===== src/rtl/wb_arb_pkg.sv =====
// Shared types and constants for the Wishbone RAM round-robin arbiter.
// Also defines slice helpers for the flat per-master buses.
package wb_arb_pkg;

  typedef enum logic [1:0] {
    IDLE  = 2'd0,
    GRANT = 2'd1,
    DRAIN = 2'd2
  } arb_state_t;

  localparam int unsigned MASTER_IDX_W = 2;
  localparam int unsigned RAM_LAT      = 1;

endpackage

`define WB_SLICE32(bus, i) bus[32*(i) +: 32]
`define WB_SLICE4(bus, i)  bus[4*(i) +: 4]


===== src/rtl/wb_ram_rr_arbiter_rr_pick.sv =====
// Combinational round-robin picker.
// Returns the first requester found searching upward from last+1, with wrap.
module rr_pick
  import wb_arb_pkg::*;
#(
  parameter int unsigned NUM_MASTERS = 4
) (
  input  logic [NUM_MASTERS-1:0]  req,
  input  logic [MASTER_IDX_W-1:0] last,
  output logic [MASTER_IDX_W-1:0] idx,
  output logic                    any
);

  always_comb begin
    int unsigned j;
    j   = 0;
    idx = '0;
    any = 1'b0;
    for (int unsigned k = 1; k <= NUM_MASTERS; k++) begin
      j = (32'(last) + k) % NUM_MASTERS;
      if (!any && req[MASTER_IDX_W'(j)]) begin
        idx = MASTER_IDX_W'(j);
        any = 1'b1;
      end
    end
  end

endmodule


===== src/rtl/wb_ram_rr_arbiter.sv =====
// Round-robin pipelined-Wishbone arbiter in front of the single-ported RAM.
// Bounded bursts give fairness; acks are routed back to the accepting master.
module wb_ram_rr_arbiter
  import wb_arb_pkg::*;
#(
  parameter int unsigned NUM_MASTERS = 4,
  parameter int unsigned MAX_BURST   = 16
) (
  input  logic                      clk,
  input  logic                      rst,
  input  logic [NUM_MASTERS-1:0]    m_cyc,
  input  logic [NUM_MASTERS-1:0]    m_stb,
  input  logic [NUM_MASTERS-1:0]    m_we,
  input  logic [4*NUM_MASTERS-1:0]  m_sel,
  input  logic [32*NUM_MASTERS-1:0] m_adr,
  input  logic [32*NUM_MASTERS-1:0] m_dat_w,
  output logic [31:0]               m_dat_r,
  output logic [NUM_MASTERS-1:0]    m_ack,
  output logic [NUM_MASTERS-1:0]    m_stall,
  output logic [MASTER_IDX_W-1:0]   grant,
  output logic                      grant_valid,
  input  logic [31:0]               ram_in,
  output logic [31:0]               ram_out,
  output logic [31:0]               ram_adr,
  output logic [3:0]                ram_msk,
  output logic                      ram_enable,
  input  logic                      ram_busy
);

  localparam int unsigned BURST_W = (MAX_BURST == 0) ? 1 : $clog2(MAX_BURST + 1);

  if (NUM_MASTERS < 2 || NUM_MASTERS > 4) begin : g_bad_num_masters
    $error("wb_ram_rr_arbiter: NUM_MASTERS must be 2..4");
  end
  if (RAM_LAT != 1) begin : g_bad_ram_lat
    $error("wb_ram_rr_arbiter: ack path assumes a single-cycle RAM");
  end

  arb_state_t                state, state_d;
  logic [MASTER_IDX_W-1:0]   grant_d, last_grant, last_grant_d;
  logic [MASTER_IDX_W-1:0]   ack_owner, pick_idx;
  logic [BURST_W-1:0]        burst_cnt, burst_d;
  logic                      ack_pend, pick_any;
  logic                      g_cyc, g_stb, g_we, other_req, preempt, accept;
  logic [NUM_MASTERS-1:0]    others;
  logic [31:0]               adr_a [NUM_MASTERS];
  logic [31:0]               dat_a [NUM_MASTERS];
  logic [3:0]                sel_a [NUM_MASTERS];

  // Unpack the flat buses so the owner mux is a plain array index.
  for (genvar i = 0; i < NUM_MASTERS; i++) begin : g_unpack
    assign adr_a[i] = `WB_SLICE32(m_adr, i);
    assign dat_a[i] = `WB_SLICE32(m_dat_w, i);
    assign sel_a[i] = `WB_SLICE4(m_sel, i);
  end

  rr_pick #(.NUM_MASTERS(NUM_MASTERS)) u_pick (
    .req  (m_cyc),
    .last (last_grant),
    .idx  (pick_idx),
    .any  (pick_any)
  );

  assign g_cyc     = m_cyc[grant];
  assign g_stb     = m_stb[grant];
  assign g_we      = m_we[grant];
  assign others    = m_cyc & ~(NUM_MASTERS'(1) << grant);
  assign other_req = |others;
  assign preempt   = (state == GRANT) && (MAX_BURST != 0) &&
                     (burst_cnt == BURST_W'(MAX_BURST)) && other_req;
  assign accept    = (state == GRANT) && g_cyc && g_stb && !ram_busy && !preempt;

  assign m_dat_r     = ram_in;
  assign ram_adr     = adr_a[grant];
  assign ram_out     = dat_a[grant];
  assign grant_valid = (state == GRANT) || (state == DRAIN);

  always_ff @(posedge clk or posedge rst) begin
    if (rst) begin
      state      <= IDLE;
      grant      <= '0;
      last_grant <= MASTER_IDX_W'(NUM_MASTERS - 1);
      burst_cnt  <= '0;
      ack_pend   <= 1'b0;
      ack_owner  <= '0;
    end else begin
      state      <= state_d;
      grant      <= grant_d;
      last_grant <= last_grant_d;
      burst_cnt  <= burst_d;
      ack_pend   <= accept;
      ack_owner  <= grant;
    end
  end

  always_comb begin
    state_d      = state;
    grant_d      = grant;
    last_grant_d = last_grant;
    burst_d      = burst_cnt;
    ram_enable   = 1'b0;
    ram_msk      = '0;
    m_stall      = m_cyc;
    case (state)
      IDLE: begin
        if (pick_any) begin
          grant_d = pick_idx;
          burst_d = '0;
          state_d = GRANT;
        end
      end
      GRANT: begin
        ram_enable     = g_stb && g_cyc;
        ram_msk        = g_we ? sel_a[grant] : 4'h0;
        m_stall[grant] = ram_busy || preempt;
        if (accept && burst_cnt != BURST_W'(MAX_BURST)) begin
          burst_d = burst_cnt + BURST_W'(1);
        end
        // Leaving with an ack in flight passes through DRAIN to deliver it.
        if (!g_cyc || preempt) begin
          state_d      = (ack_pend || accept) ? DRAIN : IDLE;
          last_grant_d = grant;
        end
      end
      DRAIN:   state_d = IDLE;
      default: state_d = IDLE;
    endcase
  end

  // Ack follows the accept by one cycle; dropped cycles swallow it.
  always_comb begin
    m_ack = '0;
    if (ack_pend) m_ack[ack_owner] = m_cyc[ack_owner];
  end

endmodule


===== config.mk =====
export PLATFORM = sky130hd
export DESIGN_NAME = wb_ram_rr_arbiter
export DESIGN_NICKNAME = d
export VERILOG_FILES = /design/src/rtl/wb_arb_pkg.sv /design/src/rtl/wb_ram_rr_arbiter_rr_pick.sv /design/src/rtl/wb_ram_rr_arbiter.sv
export SDC_FILE = /design/constraint.sdc
export NUM_CORES = 1
export LEC_CHECK = 0
export CORE_AREA = 2 2 167 169
export DETAILED_ROUTE_END_ITERATION = 8
export DIE_AREA = 0 0 169 171
export PLACE_DENSITY = 0.52
export SLEW_MARGIN = 20
export SYNTH_ARGS = -nofsm -noshare
export SYNTH_HDL_FRONTEND = slang
export SYNTH_SLANG_ARGS = --single-unit

===== constraint.sdc =====
create_clock -name clk -period 2.5 [get_ports clk]
set_input_delay 0.25 -clock clk [delete_from_list [all_inputs] [get_ports clk]]
set_output_delay 0.25 -clock clk [all_outputs]
set_load 0.005 [all_outputs]

==> flow_summary.ini <==
[die]
start_util = 0.1086
row_count = 61
die_width_um = 169
die_h_um = 171
num_io_pins = 431
design.core.area_sq_um = 27320
dieArea_sq_um = 28900

[power]
total_power_mw = 5.607
p_leak_nw = 2.537
power_density_nw_per_um2 = 790.7
ir_worst_vdd_v = 0.0003451

[finish]
final_area_sq_um = 7092
fillerInstances = 2881
area_growth_pct = 139.0
antennaDiodeCount = 0
layout.nets = 900
drive_gt1_frac = 0.2066

[global_route]
track_usage = 0.1128
grt_pass1_wl_mm = 24.38
grt_max_degree = 42
grt_antenna_before_repair = 2
grt_overflow = 0
grt_pass1_vias = 4086

[logic_synthesis]
synth-simple-area-share = 0.08938
yosys_warnings = 0
ys.flop_type = dfrtp_1
syn_nets = 555
yosysUniqueCellTypes = 49
synth_top_family_by_area = multiplexers
synth_top_area_share = 0.5388
synth_xor_area_frac = 0.005902
yosysTopAreaCell = mux4_2
synthAdderAreaFrac = 0.01686
synth.avg_cell_area_sq_um = 12.79
ys_ff_latch = 14
syn_inst = 232
ys_async_sr_fraction = 1.000
netlist_top_cells_area = mux4_2 (54%), dfrtp_1 (10%), buf_4 (8.3%), mux2_2 (2.7%), dfstp_2 (1.8%)
ys_seq_area_frac = 0.1189
synth-edff-count = 0
synthMuxAreaShare = 0.5721
synth_compound_area_frac = 0.06998
syn_area_sq_um = 2968

[worst_setup_path]
start_kind = flop
critical_path_class = flop to output port
arrival_ns = 2.18
rr_worst_depth = 5
critPathLaunch = grant[0]
endpoint_kind = output port
cp_max_fo = 8
cp-endpoint = ram_enable
rr_startpoint = grant[0]
ff2ff_setup_slack_ns = 0.42
r2r-end = last_grant[0]
required_ns = 2.25

[clock_tree]
ctsRootBufferMaster = clkbuf_16
insertion_delay_ns = 0.24
cts_tree = built
cts.htree.levels = 1
cts_buffer_depth = 2
holdBufCountCts = 0
cts_inserted_buffers = 3
clk_pin_slew_ns = 0.05
clock_sinks = 14

[timing]
period_share = 0.9734
slew_violations = 0
fmax_mhz = 410.9
worstMarginPinSlew_ns = 0.5583
fin_crit_ns = 2.433
relSlewSlack = 0.6274
whs_ns = 0.3535
hold_viol = 0
fin_worst_skew_ns = 0.0008825
setup_viol = 0
rsz0062_at_grt = yes

[routing]
drc = 0
initialDrtViolationCount = 62
num_vias = 3674
via_per_inst = 3.985
dr.pass1.iters = 4
final_antenna_net_count = 0
wl_per_cell_um = 18.67
totalWireLength_mm = 17.22

[placed_design]
place_congestion = 0.7815
post_dp_cell_area_sq_um = 6937
hpwl_mm = 14.75
numPortBuffers = 366

[status]
status = completed

[job]
maxCapViolations = 0

[worst_hold_path]
holdCritPathClass = input pin to async pin
cell families (layout without fill, tap and decap cells):
family                   Yosys count  count (layout)
buffers and inverters             62             406
AND/OR/NAND/NOR                   44              44
XOR/XNOR                           2               2
AO/OA/AOI/OAI                     26              26
adder cells (fa/ha/maj)            4               4
multiplexers                      80              80
flip-flops                        14              14
metrics by stage:
stage                     setup slack [ns]  std cells   TNS [ns]    util
after CTS                          0.01661        919          0  0.2581
after detailed placement          -0.02721        912   -0.07860  0.2539
final                              0.06657        922          0  0.2595
after global routing             -0.007049        922  -0.007049  0.2595
after global placement            -0.02710        912   -0.09080  0.2539
after floorplan                     0.5594        232          0       -
critical path, cell delays in order, from the launching register on:
cell	delay (ns)
dfrtp_4	0.47
buf_4	0.19
mux4_2	0.56
and3_1	0.23
clkdlybuf4s50_1	0.48
registers in the layout, summed over array words and instances (netlist names):
| name | flops |
|---|---|
| burst_cnt | 5 |
| state | 2 |
| last_grant | 2 |
| grant | 2 |
| ack_pend | 1 |
| ack_owner | 2 |
power breakdown:
part           internal (mW)  total [mW]  switching [mW]  leakage [nW]
sequential             0.336       0.447           0.111         0.174
combinational           3.01        4.82            1.81          2.32
clock                  0.243       0.339          0.0962        0.0442
total                   3.59        5.61            2.01          2.54
Yosys cell counts (all sizes together) (3+ instances only):
library cell / number
ha: 4
o22ai: 3
mux4: 71
inv: 9
mux2: 7
nand4: 3
nand2: 11
buf: 44
clkbuf: 9
dfrtp: 12
and3: 7
nor2: 6
o21ai: 5
cells in the final DEF, fill, tap and decap left out, types with 3 or more instances in the layout:
| cell | count |
|---|---|
| clkdlybuf4s50_1 | 360 |
| mux4_2 | 71 |
| buf_4 | 22 |
| nand2_1 | 11 |
| dfrtp_1 | 10 |
| inv_1 | 9 |
| and3_1 | 7 |
| mux2_2 | 7 |
| nor2_1 | 6 |
| dlygate4sd2_1 | 6 |
| o21ai_0 | 4 |
| ha_1 | 4 |
| clkbuf_16 | 4 |
| nand4_1 | 3 |
| buf_12 | 3 |
layout make-up:
cell class | count | area (sq um) | share of cell area
tap | 346 | 432.9 | 0.06104
timing repair buffer | 393 | 3934 | 0.5547
multi-input combinational | 156 | 2242 | 0.3162
inverter | 9 | 33.78 | 0.004764
sequential | 14 | 360.3 | 0.05081
clock buffer | 4 | 88.84 | 0.01253
how the worst min path moves through the flow:
stage                     from      endpoint  cells after the start
global route               rst  ack_owner[0]                      2
detailed placement  ram_in[13]   m_dat_r[13]                      0
finish                     rst  ack_owner[0]                      2
global placement    ram_in[13]   m_dat_r[13]                      0
floorplan                  rst  ack_owner[0]                      1
CTS                        rst  ack_owner[0]                      2
timing repair:
item / CTS / global route
endpoints found under the setup margin: 12 / 7
cloned: 0 / 1
setup buffers: 3 / 2
resized for setup: 9 / 0
metal layers:
layer,up-vias,track usage,routed length (um)
met4,0,0.01338,153
met2,223,0.2069,8668
met5,-,0,0
met3,12,0.04858,2038
li1,1637,-,-
met1,1802,0.1244,6356
Power figures use the tool's default switching activity.
==> RTL edit 1, RTL diff (same settings) <==
`NUM_MASTERS` is set to 4 in 2 places; all go to 2.
--- a/src/rtl/wb_ram_rr_arbiter_rr_pick.sv
+++ b/src/rtl/wb_ram_rr_arbiter_rr_pick.sv
@@ -4,5 +4,5 @@
   import wb_arb_pkg::*;
 #(
-  parameter int unsigned NUM_MASTERS = 4
+  parameter int unsigned NUM_MASTERS = 2
 ) (
   input  logic [NUM_MASTERS-1:0]  req,
--- a/src/rtl/wb_ram_rr_arbiter.sv
+++ b/src/rtl/wb_ram_rr_arbiter.sv
@@ -4,5 +4,5 @@
   import wb_arb_pkg::*;
 #(
-  parameter int unsigned NUM_MASTERS = 4,
+  parameter int unsigned NUM_MASTERS = 2,
   parameter int unsigned MAX_BURST   = 16
 ) (
Interface: changed (8 resized); port bits go from 431 to 285. No check against the original RTL was run, so the function may have changed too.
==> RTL edit 1 against the original RTL <==
- combinational power shrank 54%
- sequential cell count shrank 3
- first-iteration DRC count shrank 58%
- routed wire length shrank 52%
- die area is the same
- cell area shrank 39%
- total power shrank 50%
- synthesized area shrank 37%
- worst setup slack gained 0.21 ns
- hold slack lost 0.012 ns
==> RTL edit 1: results (changes against the original RTL) <==
metric	value	unit	change
Filler cells	3091		+7.3%
max incr delay on CP	0.53	ns	-0.03 ns
Placed Area	4260	um2	-39%
DP Cell Count	732		-20%
Via density	3.12		-22%
R2R Setup Slk	0.56	ns	+0.14 ns
most frequent cells after synthesis	67 x mux2_2, 33 x buf_4, 10 x dfrtp_1, 9 x a21oi_1, 9 x nor2_1		
count of buffers from port buffering	219		-40%
largest fanout on the critical path	7		-1
status	completed		
Register Area	280	um2	-22%
placer's final routability congestion estimate	0.719		-8.0%
Setup Fix Bufs, Post-CTS	0		-3
cell leakage power	1.54	nW	-39%
vias in the first global route	2360		-42%
syn_nets	385		-31%
Via Count	2301		-37%
CP arrival	1.97	ns	-0.21 ns
slowest CP cell	clkdlybuf4s50_1		
DRT Wirelength	8220	um	-52%
Area contributors post-synth	mux2_2 40%, dfrtp_1 13%, buf_4 13%		
register area share after synthesis	14.8	%	+2.9 points
end of the worst register-to-register path	burst_cnt[2]$_DFFE_PP0P_		
GRT Overall Usage	5.13	%	-6.1 points
first-pass GRT wire length	11800	um	-52%
Layout Nets	572		-36%
post-CTS sizing	0		-9
Initial DRC Count	26		-58%
Cell variety after synth	43		-12%
layout cells sized above 1	22.3	%	+1.6 points
peak supply drop	0.291	mV	-16%
Final Skew	0.000725	ns	-0.000157 ns
syn_area_per_cell	9.16	um2	-28%
RTL edit 1: changes by cell type after synthesis, sizes merged, moves of 3 or more:
| cell | delta |
|---|---|
| nor2 | +3 |
| a21oi | +7 |
| and3 | -6 |
| nand2 | -3 |
| mux4 | -71 |
| o22ai | -3 |
| nand4 | -3 |
| a32oi | +4 |
| clkbuf | -7 |
| mux2 | +60 |
RTL edit 1: cells by family after synthesis:
kind of cell    count (synthesis)  share of synthesized area, %
buf+inv                        54                          18.0
simple gates                   35                          11.3
compound gates                 31                          12.1
mux                            68                          40.9
fa+ha+maj                       4                          2.68
other cells                     1                         0.201
flops                          11                          14.8
RTL edit 1: per-layer routing:
| layer | vias to the layer above | GRT usage [%] | routed length [um] |
|---|---|---|---|
| met1 | 1009 | 4.78 | 2760 |
| met5 | - | 0 | 0 |
| met4 | 0 | 2.08 | 254 |
| met3 | 26 | 2.11 | 1130 |
| li1 | 1081 | - | - |
| met2 | 185 | 9.91 | 4080 |
RTL edit 1: layout make-up:
type | instances | area share, %
Antenna cell | 2 | 0.115
Clock buffer | 4 | 1.82
Inverter | 8 | 0.691
Multi-Input combinational cell | 139 | 28.9
Sequential cell | 11 | 6.45
Tap cell | 346 | 9.97
Timing Repair Buffer | 228 | 52.0
RTL edit 1: worst max-delay path by stage:
stage / slack, ns / cells past startpoint / end / startpoint
5_1_grt: 0.15 / 6 / m_stall[0] / burst_cnt[1]$_DFFE_PP0P_
3_5_place_dp: 0.20 / 6 / burst_cnt[2]$_DFFE_PP0P_ / m_cyc[0]
4_1_cts: 0.23 / 3 / ram_adr[21] / grant[0]$_DFFE_PP0P_
2_1_floorplan: 0.82 / 4 / ram_adr[15] / grant[0]$_DFFE_PP0P_
3_3_place_gp: 0.24 / 6 / burst_cnt[2]$_DFFE_PP0P_ / m_cyc[0]
6_report: 0.28 / 6 / m_stall[0] / burst_cnt[0]$_DFFE_PP0P_
RTL edit 1: metrics by stage:
stage	hold slack, ns	setup slack [ns]
2_1_floorplan	0.102	0.824
3_3_place_gp	0.500	0.236
3_5_place_dp	0.500	0.204
4_1_cts	0.373	0.227
5_1_grt	0.398	0.151
6_report	0.342	0.277
RTL edit 1: worst reg2reg max path, stage by stage (launching register included):
cell and delay, ns:
dfrtp_4 0.58, buf_4 0.23, nand4bb_4 0.22, a211oi_2 0.39, a211oi_1 0.13, a311o_1 0.28
RTL edit 1: power by group:
part	total, mW	switching (mW)	internal (mW)
sequential	0.333	0.0897	0.244
combinational	2.20	0.775	1.43
clock	0.295	0.0802	0.214
total	2.83	0.945	1.88
==> RTL edit 2, RTL diff (same flow settings) <==
Made on the original files. The 3 states of `arb_state_t` get a one-hot encoding in 3 bits.
--- a/src/rtl/wb_arb_pkg.sv
+++ b/src/rtl/wb_arb_pkg.sv
@@ -3,8 +3,8 @@
 package wb_arb_pkg;
 
-  typedef enum logic [1:0] {
-    IDLE  = 2'd0,
-    GRANT = 2'd1,
-    DRAIN = 2'd2
+  typedef enum logic [2:0] {
+    IDLE  = 3'b001,
+    GRANT = 3'b010,
+    DRAIN = 3'b100
   } arb_state_t;
 
Formal check against the unedited RTL: no difference found for any inputs over 4 cycles, from zero or initial values and one cycle with rst high; so few cycles prove little.
==> RTL edit 2 against the original RTL <==
- routed wire length rose by 2.2%
- critical path depth unchanged
- sequential cell count up 1
- synthesized area is 0.80% lower
- worst setup slack got worse by 0.010 ns
- cell area grew 0.64%
- clock power down 8.8%
- critical endpoint is now ram_msk[3]
- critical path type unchanged
- total power fell by 7.0%
==> RTL edit 2: results (changes against the original RTL) <==
metric	value	unit	change
status	completed		
peak supply drop	0.304	mV	-12%
largest fanout on the critical path	9		+1
Synth Area in Compound Gates	5.14	%	-1.9 points
most frequent cells after synthesis	70 x mux4_2, 34 x buf_4, 15 x nand2_1, 12 x dfrtp_1, 8 x buf_2		
XOR/XNOR Fraction of Synth Area	0.297	%	-0.29 points
Worst Tran Pin Value	0.597	ns	+0.0385 ns
drt first pass iters	4		unchanged
Clock power frac	5.9	%	
register area share after synthesis	12.9	%	+0.99 points
Clk Latency, worst-skew pair	0.24	ns	about the same
clock root buffer	clkbuf_16		
Met3 Routed Length	1930	um	-5.2%
post-CTS sizing	0		-9
syn_nets	553		-0.36%
WHS	0.380	ns	+0.0267 ns
Max Clk Rate	409	MHz	-0.43%
M3 GR Usage	3.79	%	-1.1 points
dpl ws	0.0484	ns	+0.0756 ns
initial antenna violation count	1		-1
Synth Area in Adders	0.850	%	-0.84 points
GRT Overall Usage	11.0	%	-0.25 points
Switching Fraction	33.7	%	-2.3 points
CP endpoint	ram_msk[3]		
Power Sequential	0.466	mW	+4%
Via density	3.88		-2.7%
Cell variety after synth	43		-12%
met1 wire length	6870	um	+8.1%
placer's final routability congestion estimate	0.735		-6.0%
cell leakage power	2.54	nW	about the same
Area contributors post-synth	mux4_2 54%, dfrtp_1 10%, buf_4 8.7%		
CTS buffer count	3		unchanged
DRT Wirelength	17600	um	+2.2%
layout cells sized above 1	21.6	%	+0.97 points
post-DR wirelength/cell	19.0	um	+1.8%
met2 wire length	8570	um	-1.1%
Setup Fix Bufs, Post-CTS	5		+2
vias in the first global route	3680		-9.9%
pin count of the biggest net entering global routing	35		-17%
Placed Area	6920	um2	-0.18%
Final Skew	0.00145	ns	+0.000568 ns
Filler cells	2886		+0.17%
R2R Setup Slk	0.44	ns	+0.02 ns
ys async rst share	100	%	unchanged
count of buffers from port buffering	366		unchanged
Initial DRC Count	102		+65%
GR Util met1	13.8	%	+1.4 points
first-pass GRT wire length	23800	um	-2.2%
Power Density	730	nW/um2	-7.6%
met2 track demand over resource	18.6	%	-2.1 points
mux cell area share after synthesis	57.8	%	+0.55 points
DP Cell Count	908		-0.44%
DP HPWL	15200	um	+3.3%
==> RTL edit 2: cell types whose count changed after synthesis, moves of 3 or more <==
cell     before  now
buf_1         1    5
inv_1         9    6
nand2_1      11   15
nand3_1       1    6
nand4_1       3    0
nor3b_1       0    3
==> RTL edit 2: cells by family after synthesis <==
family,Yosys count
and+or+nand+nor,50
xor gates and xnor gates,1
DFF,15
AOI/OAI and AO/OA,21
muxes,80
adders and majority gates,2
buffers and inverters,63
==> RTL edit 2: layout make-up <==
cell class,count,area (um2),area share [%]
Antenna cell,1,2.50,0.0351
Clock buffer,4,78.8,1.10
Inverter,6,22.5,0.316
Multi-Input combinational cell,154,2190,30.8
Sequential cell,15,387,5.42
Tap cell,346,433,6.07
Timing Repair Buffer,399,4020,56.3
==> RTL edit 2: worst max-delay path, cell delays in order (launching register included) <==
cell             delay (ns)
dfrtp_4                0.55
buf_4                  0.16
mux4_2                 0.55
and3_1                 0.22
clkdlybuf4s50_1        0.48
